`config.mk`:
```
export PLATFORM = sky130hd
export DESIGN_NAME = imem_prefetch_buf
export DESIGN_NICKNAME = d
export VERILOG_FILES = /design/src/rtl/imem_prefetch_buf.sv
export SDC_FILE = /design/constraint.sdc
export NUM_CORES = 1
export LEC_CHECK = 0
export ABC_AREA = 1
export CAP_MARGIN = 25
export CORE_ASPECT_RATIO = 1.5
export CORE_UTILIZATION = 48
export DETAILED_ROUTE_END_ITERATION = 16
export GPL_ROUTABILITY_DRIVEN = 0
export HOLD_SLACK_MARGIN = 0.12
export PLACE_DENSITY = 0.77
export SLEW_MARGIN = 20
export SYNTH_ARGS = -nofsm -noshare
export SYNTH_HDL_FRONTEND = slang
export SYNTH_SLANG_ARGS = --single-unit
```
`constraint.sdc`:
```
create_clock -name i_clk -period 3.9 [get_ports i_clk]
set_clock_uncertainty 0.15 [all_clocks]
set_input_delay 0.39 -clock i_clk [delete_from_list [all_inputs] [get_ports i_clk]]
set_output_delay 0.39 -clock i_clk [all_outputs]
set_load 0.02 [all_outputs]
```
`src/rtl/imem_prefetch_buf.sv`:
```
// -----------------------------------------------------------------------------
// imem_prefetch_buf
//
// Bridge between the instruction cache refill port and the external
// instruction bus. It runs one bus transaction at a time. After serving a
// word it fetches the next sequential word into a one-entry prefetch buffer,
// so a straight-line refill can be answered in a single cycle. It also keeps
// saturating counters of buffer hits and demand misses.
//
// Parameters
//   PREFETCH_EN  1: fetch the next word after each refill; 0: demand only
//   XLEN         address / data width
//
// Ports
//   i_clk, i_rst            clock, asynchronous active-high reset
//   i_DataReq, i_Addr       refill request; held stable until o_MemReady
//   o_Data, o_MemReady      refill data, valid during the one-cycle pulse
//   i_flush                 invalidate the prefetch buffer (FENCE.I)
//   o_BusReq, o_BusAddr     registered bus request and word address
//   i_BusAck, i_BusData     bus completion and read data, same cycle
//   o_hit_cnt, o_miss_cnt   refills served from the buffer / from the bus
// -----------------------------------------------------------------------------
module imem_prefetch_buf #(
   parameter bit PREFETCH_EN = 1'b1,
   parameter int XLEN        = 32
) (
   input  logic            i_clk,
   input  logic            i_rst,
   input  logic            i_DataReq,
   input  logic [XLEN-1:0] i_Addr,
   output logic [XLEN-1:0] o_Data,
   output logic            o_MemReady,
   input  logic            i_flush,
   output logic            o_BusReq,
   output logic [XLEN-1:0] o_BusAddr,
   input  logic            i_BusAck,
   input  logic [XLEN-1:0] i_BusData,
   output logic [31:0]     o_hit_cnt,
   output logic [31:0]     o_miss_cnt
);

   typedef enum logic [1:0] {IDLE, DEMAND, PREFETCH, RESP} state_t;

   state_t          state, state_nxt;
   logic            buf_valid, buf_valid_nxt;
   logic [XLEN-1:2] buf_addr;
   logic [XLEN-1:0] buf_data;
   logic            buf_load;
   logic            drop, drop_nxt;
   logic            mem_ready_nxt;
   logic [XLEN-1:0] data_nxt;
   logic            bus_req_nxt;
   logic [XLEN-1:0] bus_addr_nxt;
   logic            hit_inc, miss_inc;
   logic            hit, pf_match;
   logic [XLEN-1:0] req_word;
   logic            unused_addr_bits;

   // Byte offset of the request is meaningless for word fetches.
   assign unused_addr_bits = ^i_Addr[1:0];
   assign req_word         = {i_Addr[XLEN-1:2], 2'b00};

   // A flush in the same cycle as the request always wins over a hit.
   assign hit      = buf_valid && (buf_addr == i_Addr[XLEN-1:2]) && !i_flush;
   // Address of the prefetch in flight matches the pending request.
   assign pf_match = (o_BusAddr[XLEN-1:2] == i_Addr[XLEN-1:2]);

   // NOTE: every variable is given a default before the case statement so
   // no path leaves one unassigned, which would otherwise infer a latch.
   always_comb begin
      state_nxt     = state;
      mem_ready_nxt = 1'b0;
      data_nxt      = o_Data;
      bus_req_nxt   = o_BusReq;
      bus_addr_nxt  = o_BusAddr;
      buf_valid_nxt = buf_valid && !i_flush;
      buf_load      = 1'b0;
      drop_nxt      = drop;
      hit_inc       = 1'b0;
      miss_inc      = 1'b0;

      unique case (state)
         IDLE: begin
            if (i_DataReq) begin
               // Served address is parked in o_BusAddr (bus idle here) so
               // RESP can derive the next prefetch address from it.
               bus_addr_nxt = req_word;
               if (hit) begin
                  state_nxt     = RESP;
                  mem_ready_nxt = 1'b1;
                  data_nxt      = buf_data;
                  hit_inc       = 1'b1;
               end else begin
                  state_nxt   = DEMAND;
                  bus_req_nxt = 1'b1;
                  miss_inc    = 1'b1;
               end
            end
         end

         DEMAND: begin
            if (i_BusAck) begin
               state_nxt     = RESP;
               mem_ready_nxt = 1'b1;
               data_nxt      = i_BusData;
               bus_req_nxt   = 1'b0;
               buf_valid_nxt = 1'b0;
            end
         end

         RESP: begin
            if (PREFETCH_EN) begin
               state_nxt    = PREFETCH;
               bus_req_nxt  = 1'b1;
               bus_addr_nxt = o_BusAddr + XLEN'(4);
               drop_nxt     = 1'b0;
            end else begin
               state_nxt = IDLE;
            end
         end

         PREFETCH: begin
            if (i_flush) drop_nxt = 1'b1;
            if (i_BusAck) begin
               bus_req_nxt = 1'b0;
               drop_nxt    = 1'b0;
               state_nxt   = IDLE;
               // A flush seen at any point of this transaction, including
               // the ack cycle itself, discards the returning word.
               if (!(drop || i_flush)) begin
                  buf_load      = 1'b1;
                  buf_valid_nxt = 1'b1;
                  if (i_DataReq && pf_match) begin
                     state_nxt     = RESP;
                     mem_ready_nxt = 1'b1;
                     data_nxt      = i_BusData;
                     hit_inc       = 1'b1;
                  end
               end
            end
         end

         default: state_nxt = IDLE;
      endcase
   end

   // NOTE: all state is updated with non-blocking assignments so every
   // register samples the values from before the edge.
   always_ff @(posedge i_clk or posedge i_rst) begin
      if (i_rst) begin
         state      <= IDLE;
         o_MemReady <= 1'b0;
         o_Data     <= '0;
         o_BusReq   <= 1'b0;
         o_BusAddr  <= '0;
         buf_valid  <= 1'b0;
         drop       <= 1'b0;
         o_hit_cnt  <= '0;
         o_miss_cnt <= '0;
      end else begin
         state      <= state_nxt;
         o_MemReady <= mem_ready_nxt;
         o_Data     <= data_nxt;
         o_BusReq   <= bus_req_nxt;
         o_BusAddr  <= bus_addr_nxt;
         buf_valid  <= buf_valid_nxt;
         drop       <= drop_nxt;
         if (hit_inc && (o_hit_cnt != '1))
            o_hit_cnt <= o_hit_cnt + 32'd1;
         if (miss_inc && (o_miss_cnt != '1))
            o_miss_cnt <= o_miss_cnt + 32'd1;
      end
   end

   // NOTE: the buffer payload has no reset; buf_valid alone qualifies it,
   // so resetting the data and address would only add reset fan-out.
   always_ff @(posedge i_clk) begin
      if (buf_load) begin
         buf_addr <= o_BusAddr[XLEN-1:2];
         buf_data <= i_BusData;
      end
   end

endmodule

```
==> flow_summary_export.csv, run 1 <==
group,metric,value,unit
critical_path,start_kind,"register",
floorplanning,core.rowCount,67,
sta,fin_crit,2940,ps
clock_network,root_buffer,"clkbuf_16",
power,internal-power,5.10,mW
floorplanning,core_region_area,22600,µm²
power,pwr-share-seq,0.354,
global_route,overflow,0,
final_layout,fill_cells,1958,
logic_synthesis,synth_top_area_frac,0.297,
sta,setup_viol_count_final,0,
power,power-per-cell-area,639,nW/µm²
critical_path,critPathArrivalTime,3120,ps
final_layout,drive_gt1_frac,0.0438,
power,p_switching,3.73,mW
critical_path,path_max_fanout,32,
clock_network,clk_latency,450,ps
run,maxCapViolations,0,
logic_synthesis,ys_seq_elements,194,
logic_synthesis,synth_edf_count,62,
global_route,grt_start_max_net_pins,133,
logic_synthesis,synthFlopType,"dfrtp_1",
final_layout,multiInputGateArea,5140,µm²
logic_synthesis,netlist.top_cell.by_area,"dfrtp_1",
routing,drt_wl_total,29.9,mm
final_layout,nets,1706,
routing,first_iter_violations,764,
sta,slew_headroom,0.406,
logic_synthesis,synth.distinct_cells,42,
logic_synthesis,synth_area_leaders,"dfrtp_1, nand2_1, edfxtp_1",
floorplanning,fp.dieW,126,µm
clock_network,hold_buffers,0,
power,p_sw_frac,0.422,
sta,rsz0062_at_grt,"no",
power,peakVddDrop,395,µV
sta,finalSetupTns,0,ps
routing,ant_nets,0,
sta,finalCritPeriodShare,0.753,
clock_network,post_cts_buffers,0,
routing,first_pass_iters,7,
global_route,grt_pass1_vias,9847,
critical_path,path_cells,"inv_1 -> ha_1 -> inv_1 -> nor2_1 -> nand2_1 -> inv_2 -> nand3_1 -> nand2_2 -> nand2_4 -> nand2_1 -> nand2_1",
placement,portBuffers,194,
placement,dp_hpwl,21.4,mm
power,power_frac_clock,0.206,
logic_synthesis,netlist_area,11100,µm²
logic_synthesis,yosysMostFrequentCell,"nand2_1",
global_route,antenna_found_initial,0,
sta,fmax,341,MHz
routing,viasPerCell,5.35,
critical_path,critPathCaptureType,"register",
floorplanning,die_height,188,µm
clock_network,clk_pin_slew_worst_paths,70,ps
final_layout,syn2layout_area_growth,24.5,%
floorplanning,dieArea,23800,µm²
routing,vias,10276,
logic_synthesis,syn_avg_cell_area,7.66,µm²
routing,drc,0,
critical_path,critical_path_class,"reg -> reg",
critical_path,cpMostUsedCell,"nand2_1",
power,p_total,8.83,mW
logic_synthesis,synth_warnings,0,
clock_network,tritoncts,"yes",
power,p_leak,6.24,nW
sta,hold_viol,0,
clock_network,cts_max_level,4,
logic_synthesis,netlist_top_cells_count,"nand2_1, dfrtp_1, inv_1",
global_route,grt_pass1_wl,48.8,mm
logic_synthesis,yosysSeqAreaShare,0.465,
logic_synthesis,async_flop_share,0.680,
power,p_comb_frac,0.440,
critical_path,required,4080,ps
global_route,track_usage,0.260,
critical_path,crit_slowest_cell,"dfrtp_1",
routing,routedWlPerCell,15.6,µm
clock_network,cts_inserted_buffers,17,
sta,slew_violations,0,
final_layout,diodes,0,
sta,worst_pin_slew,889,ps
floorplanning,io_pins,199,
final_layout,regArea,5160,µm²
worst_hold_path,hold_path.class,"in -> async",
clock_network,clock-sinks,194,
floorplanning,initial_core_util,0.492,
outcome,run_status,"completed",
logic_synthesis,synthCells,1450,
critical_path,cp_slowest_stage_delay,440,ps
clock_network,cts.path.max_buffers,2,
clock_network,post_cts_resized,0,
[power groups by stage]
| stage | Clock [mW] | Combinational (mW) | Sequential [mW] |
|---|---|---|---|
| after global placement | 0 | 3.81 | 3.13 |
| after detailed placement | 0 | 3.89 | 3.15 |
| after global routing | 1.94 | 4.30 | 3.18 |
| after floorplan | 0 | 2.19 | 3.44 |
| final | 1.82 | 3.89 | 3.13 |
| after CTS | 1.86 | 3.92 | 3.11 |
[worst paths after layout]
path / startpoint / to / slack (ps) / cells past startpoint
min in group i_clk: o_Data[19] / o_Data[19] / 320 / 2
max: state[0] / o_hit_cnt[29] / 960 / 11
max in group asynchronous: i_rst / o_Data[31] / 2680 / 3
max reg2reg: state[0] / o_hit_cnt[29] / 960 / 11
min reg2reg: o_Data[19] / o_Data[19] / 320 / 2
min: i_rst / o_hit_cnt[22] / 300 / 3
[layer usage]
metal | routed length, µm | vias to the layer above | share of wire | GRT usage
li1 | - | 5018 | - | -
met1 | 12000 | 4796 | 0.40 | 0.303
met2 | 15300 | 368 | 0.51 | 0.459
met3 | 1440 | 94 | 0.048 | 0.0429
met4 | 1210 | 0 | 0.040 | 0.131
met5 | 0 | - | 0 | 0
[through the flow]
| stage | hold WS [ps] | setup slack, ps | utilization | cells | area, µm² |
|---|---|---|---|---|---|
| 6_report | 303 | 964 | 0.613 | 1919 | 13800 |
| 5_1_grt | 342 | 667 | 0.613 | 1919 | 13800 |
| 4_1_cts | 325 | 960 | 0.613 | 1919 | 13800 |
| 3_5_place_dp | 307 | 797 | 0.586 | 1887 | 13200 |
| 3_3_place_gp | 304 | 856 | 0.586 | 1887 | 13200 |
| 2_1_floorplan | 339 | 656 | - | 1451 | 11100 |
[worst max-delay path: cells and delay by family, from the launching register on]
kind	cells	cell delay, ps
flops	1	440
fa+ha+maj	1	210
simple gates	7	1380
buf+inv	3	620
[layout by cell type, fill, tap and decap left out, types with 36 or more instances in the layout]
cell	count
nand3_1	126
xor2_1	44
clkdlybuf4s50_1	194
o21ai_0	53
xnor2_1	44
nand2_1	549
inv_1	125
dfrtp_1	132
nor2_1	103
edfxtp_1	62
nor3_1	36
[kinds of logic (layout without fill, tap and decap cells)]
logic type                 count (synthesis)  count (layout)  synth area share
xor gates and xnor gates                  88              88            0.0694
AOI/OAI and AO/OA                        104             104            0.0523
and+or+nand+nor                          875             875             0.332
other                                      1               2          0.000338
buffers and inverters                    181             373            0.0725
adders and majority gates                  7               7           0.00789
DFF                                      194             194             0.465
[state kept, by name (all words and copies together) (netlist names)]
name / flops
buf_addr: 30
o_miss_cnt: 32
o_hit_cnt: 32
state: 2
drop: 1
o_BusReq: 1
o_BusAddr: 30
o_MemReady: 1
buf_data: 32
o_Data: 32
buf_valid: 1
[cell type report]
class | count | share of cell area
Clock buffer | 21 | 0.0326
Clock inverter | 11 | 0.0110
Inverter | 133 | 0.0364
Multi-Input combinational cell | 1076 | 0.372
Sequential cell | 194 | 0.374
Tap cell | 276 | 0.0250
Timing Repair Buffer | 208 | 0.149
(Power assumes the default switching activity.)
==> inputs of run 2 (changes only) <==
--- a/config.mk
+++ b/config.mk
@@ -8,7 +8,7 @@
 export ABC_AREA = 1
 export CAP_MARGIN = 25
 export CORE_ASPECT_RATIO = 1.5
-export CORE_UTILIZATION = 48
+export CORE_UTILIZATION = 50
 export DETAILED_ROUTE_END_ITERATION = 16
 export GPL_ROUTABILITY_DRIVEN = 0
 export HOLD_SLACK_MARGIN = 0.12
==> constraint.sdc (replaced) <==
create_clock -name i_clk -period 2.8 [get_ports i_clk]
set_clock_uncertainty 0.15 [all_clocks]
set_input_delay 0.28 -clock i_clk [delete_from_list [all_inputs] [get_ports i_clk]]
set_output_delay 0.28 -clock i_clk [all_outputs]
set_load 0.02 [all_outputs]
==> run 2 against run 1 <==
  * Sequential power is 39% higher
  * Count of clock-buffer cells in the layout is 3 lower
  * Sequential share of layout area is 0.25 points lower
  * Hold slack worse by 100 ps
  * First-iteration DRC count is 7.6% higher
  * Core utilization is 2.8 points higher
  * Power is 40% higher
  * Register-to-register slack worse by 640 ps
  * Maximum frequency is 19% higher
  * Critical path depth is 1 higher
  * Critical endpoint is now o_BusAddr[26]
==> flow_summary_export.csv, run 2 (synthesized netlist as in run 1, its figures left out) <==
group,metric,value,unit
global_route,grt_start_max_net_pins,133,
critical_path,worstRegToRegCells,12,
routing,first_pass_iters,6,
final_layout,drive_gt1_frac,0.0543,
global_route,grt_pass1_vias,10361,
critical_path,critical_path_class,"reg -> reg",
final_layout,fin_area,13900,µm²
global_route,grt_pass1_wl,50.3,mm
clock_network,cts.path.max_buffers,2,
final_layout,final_common_cell,"nand2_1",
critical_path,critPathCaptureType,"register",
sta,worst_pin_slew,789,ps
routing,drt_wl_total,31.4,mm
final_layout,nets,1721,
floorplanning,initial_core_util,0.511,
worst_hold_path,hold_path.class,"in -> async",
floorplanning,io_pins,199,
power,peakVddDrop,499,µV
placement,dp_hpwl,23.2,mm
critical_path,r2r-end,"o_BusAddr[26]",
critical_path,path_max_fanout,7,
clock_network,cts_inserted_buffers,17,
clock_network,clk_latency,450,ps
sta,fmax,404,MHz
sta,setup_viol_count_final,0,
routing,vias,10438,
floorplanning,die_height,185,µm
sta,hold_viol,0,
final_layout,diodes,0,
critical_path,required,2970,ps
clock_network,root_buffer,"clkbuf_16",
routing,first_iter_violations,822,
global_route,track_usage,0.288,
routing,routedWlPerCell,16.3,µm
critical_path,start_kind,"register",
power,p_leak,6.31,nW
outcome,run_status,"completed",
critical_path,worstReg2RegStart,"o_BusAddr[2]",
sta,slew_violations,0,
sta,finalCritPeriodShare,0.883,
final_layout,syn2layout_area_growth,25.3,%
floorplanning,dieArea,22800,µm²
clock_network,cts_max_level,4,
global_route,overflow,0,
floorplanning,fp.dieW,124,µm
global_route,antenna_found_initial,0,
sta,rsz0062_at_grt,"no",
clock_network,post_cts_resized,0,
routing,ant_nets,0,
final_layout,final_cell_mix,"nand2_1, clkdlybuf4s50_1, dfrtp_1",
clock_network,clk_pin_slew_worst_paths,80,ps
sta,slew_headroom,0.474,
clock_network,tritoncts,"yes",
critical_path,startpoint,"o_BusAddr[2]",
clock_network,post_cts_buffers,0,
critical_path,critPathArrivalTime,2640,ps
sta,fin_crit,2470,ps
routing,viasPerCell,5.41,
run,maxCapViolations,0,
critical_path,cp-endpoint,"o_BusAddr[26]",
floorplanning,core_region_area,21700,µm²
placement,place_ws,-33.5,ps
placement,placed_cell_area,13300,µm²
sta,setup_slack,328,ps
floorplanning,core.rowCount,66,
routing,drc,0,
power,power-per-cell-area,892,nW/µm²
clock_network,clock-sinks,194,
critical_path,r2r_slack,330,ps
placement,portBuffers,194,
clock_network,hold_buffers,0,
[run 2: cell type report]
| type | instances | area [µm²] |
|---|---|---|
| flip-flops and latches | 194 | 5160 |
| repair buffers | 223 | 2170 |
| clock inverters | 14 | 146 |
| clock buffers | 18 | 439 |
| well taps | 272 | 340 |
| fillers | 1892 | 7800 |
| multi-input cells | 1076 | 5140 |
| inverters | 133 | 507 |
[run 2: critical path, cell delays in order (launching register included)]
cell and delay (ps):
dfrtp_1 520, ha_1 220, nand2_1 90, nor2_1 150
nand2_1 190, nor2_4 220, nand4_2 190, nor2_1 270
nand2_1 90, nand2_1 70, nand3_1 70, nand2_1 70
o21ai_1 60
[run 2: worst min path at each step]
stage	from	endpoint	slack (ps)	cells past startpoint
6_report	i_rst	o_hit_cnt[20]	200	3
2_1_floorplan	i_BusData[0]	buf_data[0]	230	0
5_1_grt	i_BusData[3]	buf_data[3]	240	1
3_3_place_gp	o_Data[12]	o_Data[12]	310	2
4_1_cts	i_BusData[3]	buf_data[3]	250	1
3_5_place_dp	o_Data[24]	o_Data[24]	310	2
[run 2: power by group]
group / switching, mW / internal, mW
registers: 0.724 / 3.63
clock network: 1.17 / 1.28
logic: 3.46 / 2.14
[run 2: stage by stage]
stage | power, mW | TNS [ps] | cells | utilization | hold slack (ps)
finish | 12.4 | 0 | 1930 | 0.641 | 200
global route | 13.3 | 0 | 1930 | 0.641 | 244
CTS | 12.5 | 0 | 1930 | 0.641 | 246
detailed placement | 10.0 | -143 | 1898 | 0.614 | 307
global placement | 9.83 | 0 | 1898 | 0.614 | 306
floorplan | 7.84 | 0 | 1451 | - | 229
[run 2: metal layers]
metal,track usage,up-vias,part of all wire
li1,-,5045,-
met3,0.0523,119,0.058
met1,0.307,4826,0.36
met2,0.510,448,0.52
met4,0.187,0,0.061
met5,0,-,0
==> inputs of run 3 (changes only) <==
--- a/config.mk
+++ b/config.mk
@@ -9,6 +9,7 @@
 export CAP_MARGIN = 25
 export CORE_ASPECT_RATIO = 1.5
 export CORE_UTILIZATION = 50
+export CTS_BUF_LIST = sky130_fd_sc_hd__clkbuf_16
 export DETAILED_ROUTE_END_ITERATION = 16
 export GPL_ROUTABILITY_DRIVEN = 0
 export HOLD_SLACK_MARGIN = 0.12
==> run 3 against run 2 <==
  * Setup slack gained 33 ps
  * Critical path depth is the same
  * Cell count is the same
  * Power shrank 0.25%
  * Sequential share of layout area is essentially flat
  * Count of clock-buffer cells in the layout shrank 1
  * Routed wire length shrank 0.23%
  * Combinational power is essentially flat
  * Register-to-register slack gained 30 ps
  * First-iteration DRC count shrank 0.85%
==> flow_summary_export.csv, run 3 (synthesized netlist as in run 1, its figures left out) <==
group,metric,value,unit
critical_path,crit_slowest_cell,"dfrtp_1",
sta,slew_violations,0,
floorplanning,core_region_area,21700,µm²
clock_network,clock-sinks,194,
floorplanning,io_pins,199,
final_layout,instances_no_fill,1930,
sta,slew_headroom,0.466,
routing,vias,10404,
critical_path,critical_path_class,"reg -> reg",
final_layout,fill_cells,1896,
final_layout,diodes,0,
sta,setup_viol_count_final,0,
sta,finalCritPeriodShare,0.871,
clock_network,cts_inserted_buffers,17,
critical_path,start_kind,"register",
power,p_total,12.4,mW
sta,fin_crit,2440,ps
clock_network,cts.path.max_buffers,2,
critical_path,cpMostUsedCell,"nand2_1",
routing,viasPerCell,5.39,
clock_network,root_buffer,"clkbuf_16",
sta,holdWs,166,ps
floorplanning,dieArea,22800,µm²
critical_path,critPathCaptureType,"register",
clock_network,tritoncts,"yes",
global_route,track_usage,0.288,
routing,drt_wl_total,31.3,mm
sta,fmax,410,MHz
final_layout,fin_util,0.640,
routing,routedWlPerCell,16.2,µm
placement,dp.cells,1898,
final_layout,drive_gt1_frac,0.0537,
power,peakVddDrop,500,µV
power,power-per-cell-area,890,nW/µm²
global_route,grt_start_max_net_pins,133,
routing,ant_nets,0,
critical_path,path_cells,"ha_1 -> nand2_1 -> nor2_1 -> nand2_1 -> nor2_4 -> nand4_2 -> nor2_1 -> nand2_1 -> nand2_1 -> nand3_1 -> nand2_1 -> o21ai_1",
routing,first_pass_iters,5,
sta,hold_viol,0,
clock_network,hold_buffers,0,
sta,worst_pin_slew,802,ps
final_layout,syn2layout_area_growth,25.2,%
floorplanning,core.rowCount,66,
run,maxCapViolations,0,
global_route,grt_pass1_vias,10364,
critical_path,required,2970,ps
floorplanning,initial_core_util,0.511,
placement,dp_hpwl,23.2,mm
routing,first_iter_violations,815,
floorplanning,die_height,185,µm
critical_path,critPathArrivalTime,2610,ps
clock_network,clk_pin_slew_worst_paths,80,ps
global_route,antenna_found_initial,0,
final_layout,regArea,5160,µm²
global_route,overflow,0,
clock_network,clk_latency,440,ps
worst_hold_path,hold_path.class,"in -> async",
floorplanning,fp.dieW,124,µm
final_layout,final_cell_mix,"nand2_1, clkdlybuf4s50_1, dfrtp_1",
outcome,run_status,"completed",
clock_network,post_cts_buffers,0,
clock_network,post_cts_resized,0,
final_layout,final_common_cell,"nand2_1",
final_layout,nets,1721,
critical_path,cp_slowest_stage_delay,510,ps
final_layout,multiInputGateArea,5140,µm²
placement,portBuffers,194,
clock_network,cts_max_level,4,
critical_path,path_max_fanout,7,
global_route,grt_pass1_wl,50.3,mm
routing,drc,0,
power,p_leak,6.30,nW
sta,rsz0062_at_grt,"no",
-- run 3: routing by layer --
metal  GRT usage  up-vias  wire [µm]
met2       0.510      421      16300
met5           0        -          0
li1            -     5037          -
met1       0.306     4835      11400
met4       0.186        0       1850
met3      0.0523      111       1790
-- run 3: worst paths after layout --
path / start / to / slack [ps] / cells past startpoint
min in group i_clk: i_BusData[3] / buf_data[3] / 270 / 1
worst max register to register: o_BusAddr[2] / o_BusAddr[26] / 360 / 12
worst min register to register: o_Data[24] / o_Data[24] / 320 / 2
max in group asynchronous: i_rst / o_BusAddr[14] / 1680 / 3
worst max-delay path: o_BusAddr[2] / o_BusAddr[26] / 360 / 12
worst min-delay path: i_rst / o_hit_cnt[20] / 170 / 3
-- run 3: area by class of cell --
cell class	count	share of cell area
clock buffer	17	0.0306
timing repair buffer	223	0.156
clock inverter	15	0.0108
inverter	133	0.0364
tap	272	0.0245
multi-input combinational	1076	0.370
sequential	194	0.371
-- run 3: metrics by stage --
stage,instance area [µm²],setup TNS (ps),worst slack (ps)
2_1_floorplan,11100,0,31.8
3_3_place_gp,13300,0,48.6
3_5_place_dp,13300,-143,-33.5
4_1_cts,13900,0,377
5_1_grt,13900,0,128
6_report,13900,0,361
-- run 3: power by group --
group          switching (mW)  internal (mW)
Combinational            3.46           2.14
Clock                    1.17           1.25
Sequential              0.726           3.63
Total                    5.35           7.03
-- run 3: critical path, delay by kind of cell, from the launching register on --
| family | cells | cell delay (ps) |
|---|---|---|
| and+or+nand+nor | 10 | 1390 |
| DFF | 1 | 510 |
| adders and majority gates | 1 | 220 |
| AOI/OAI and AO/OA | 1 | 60 |
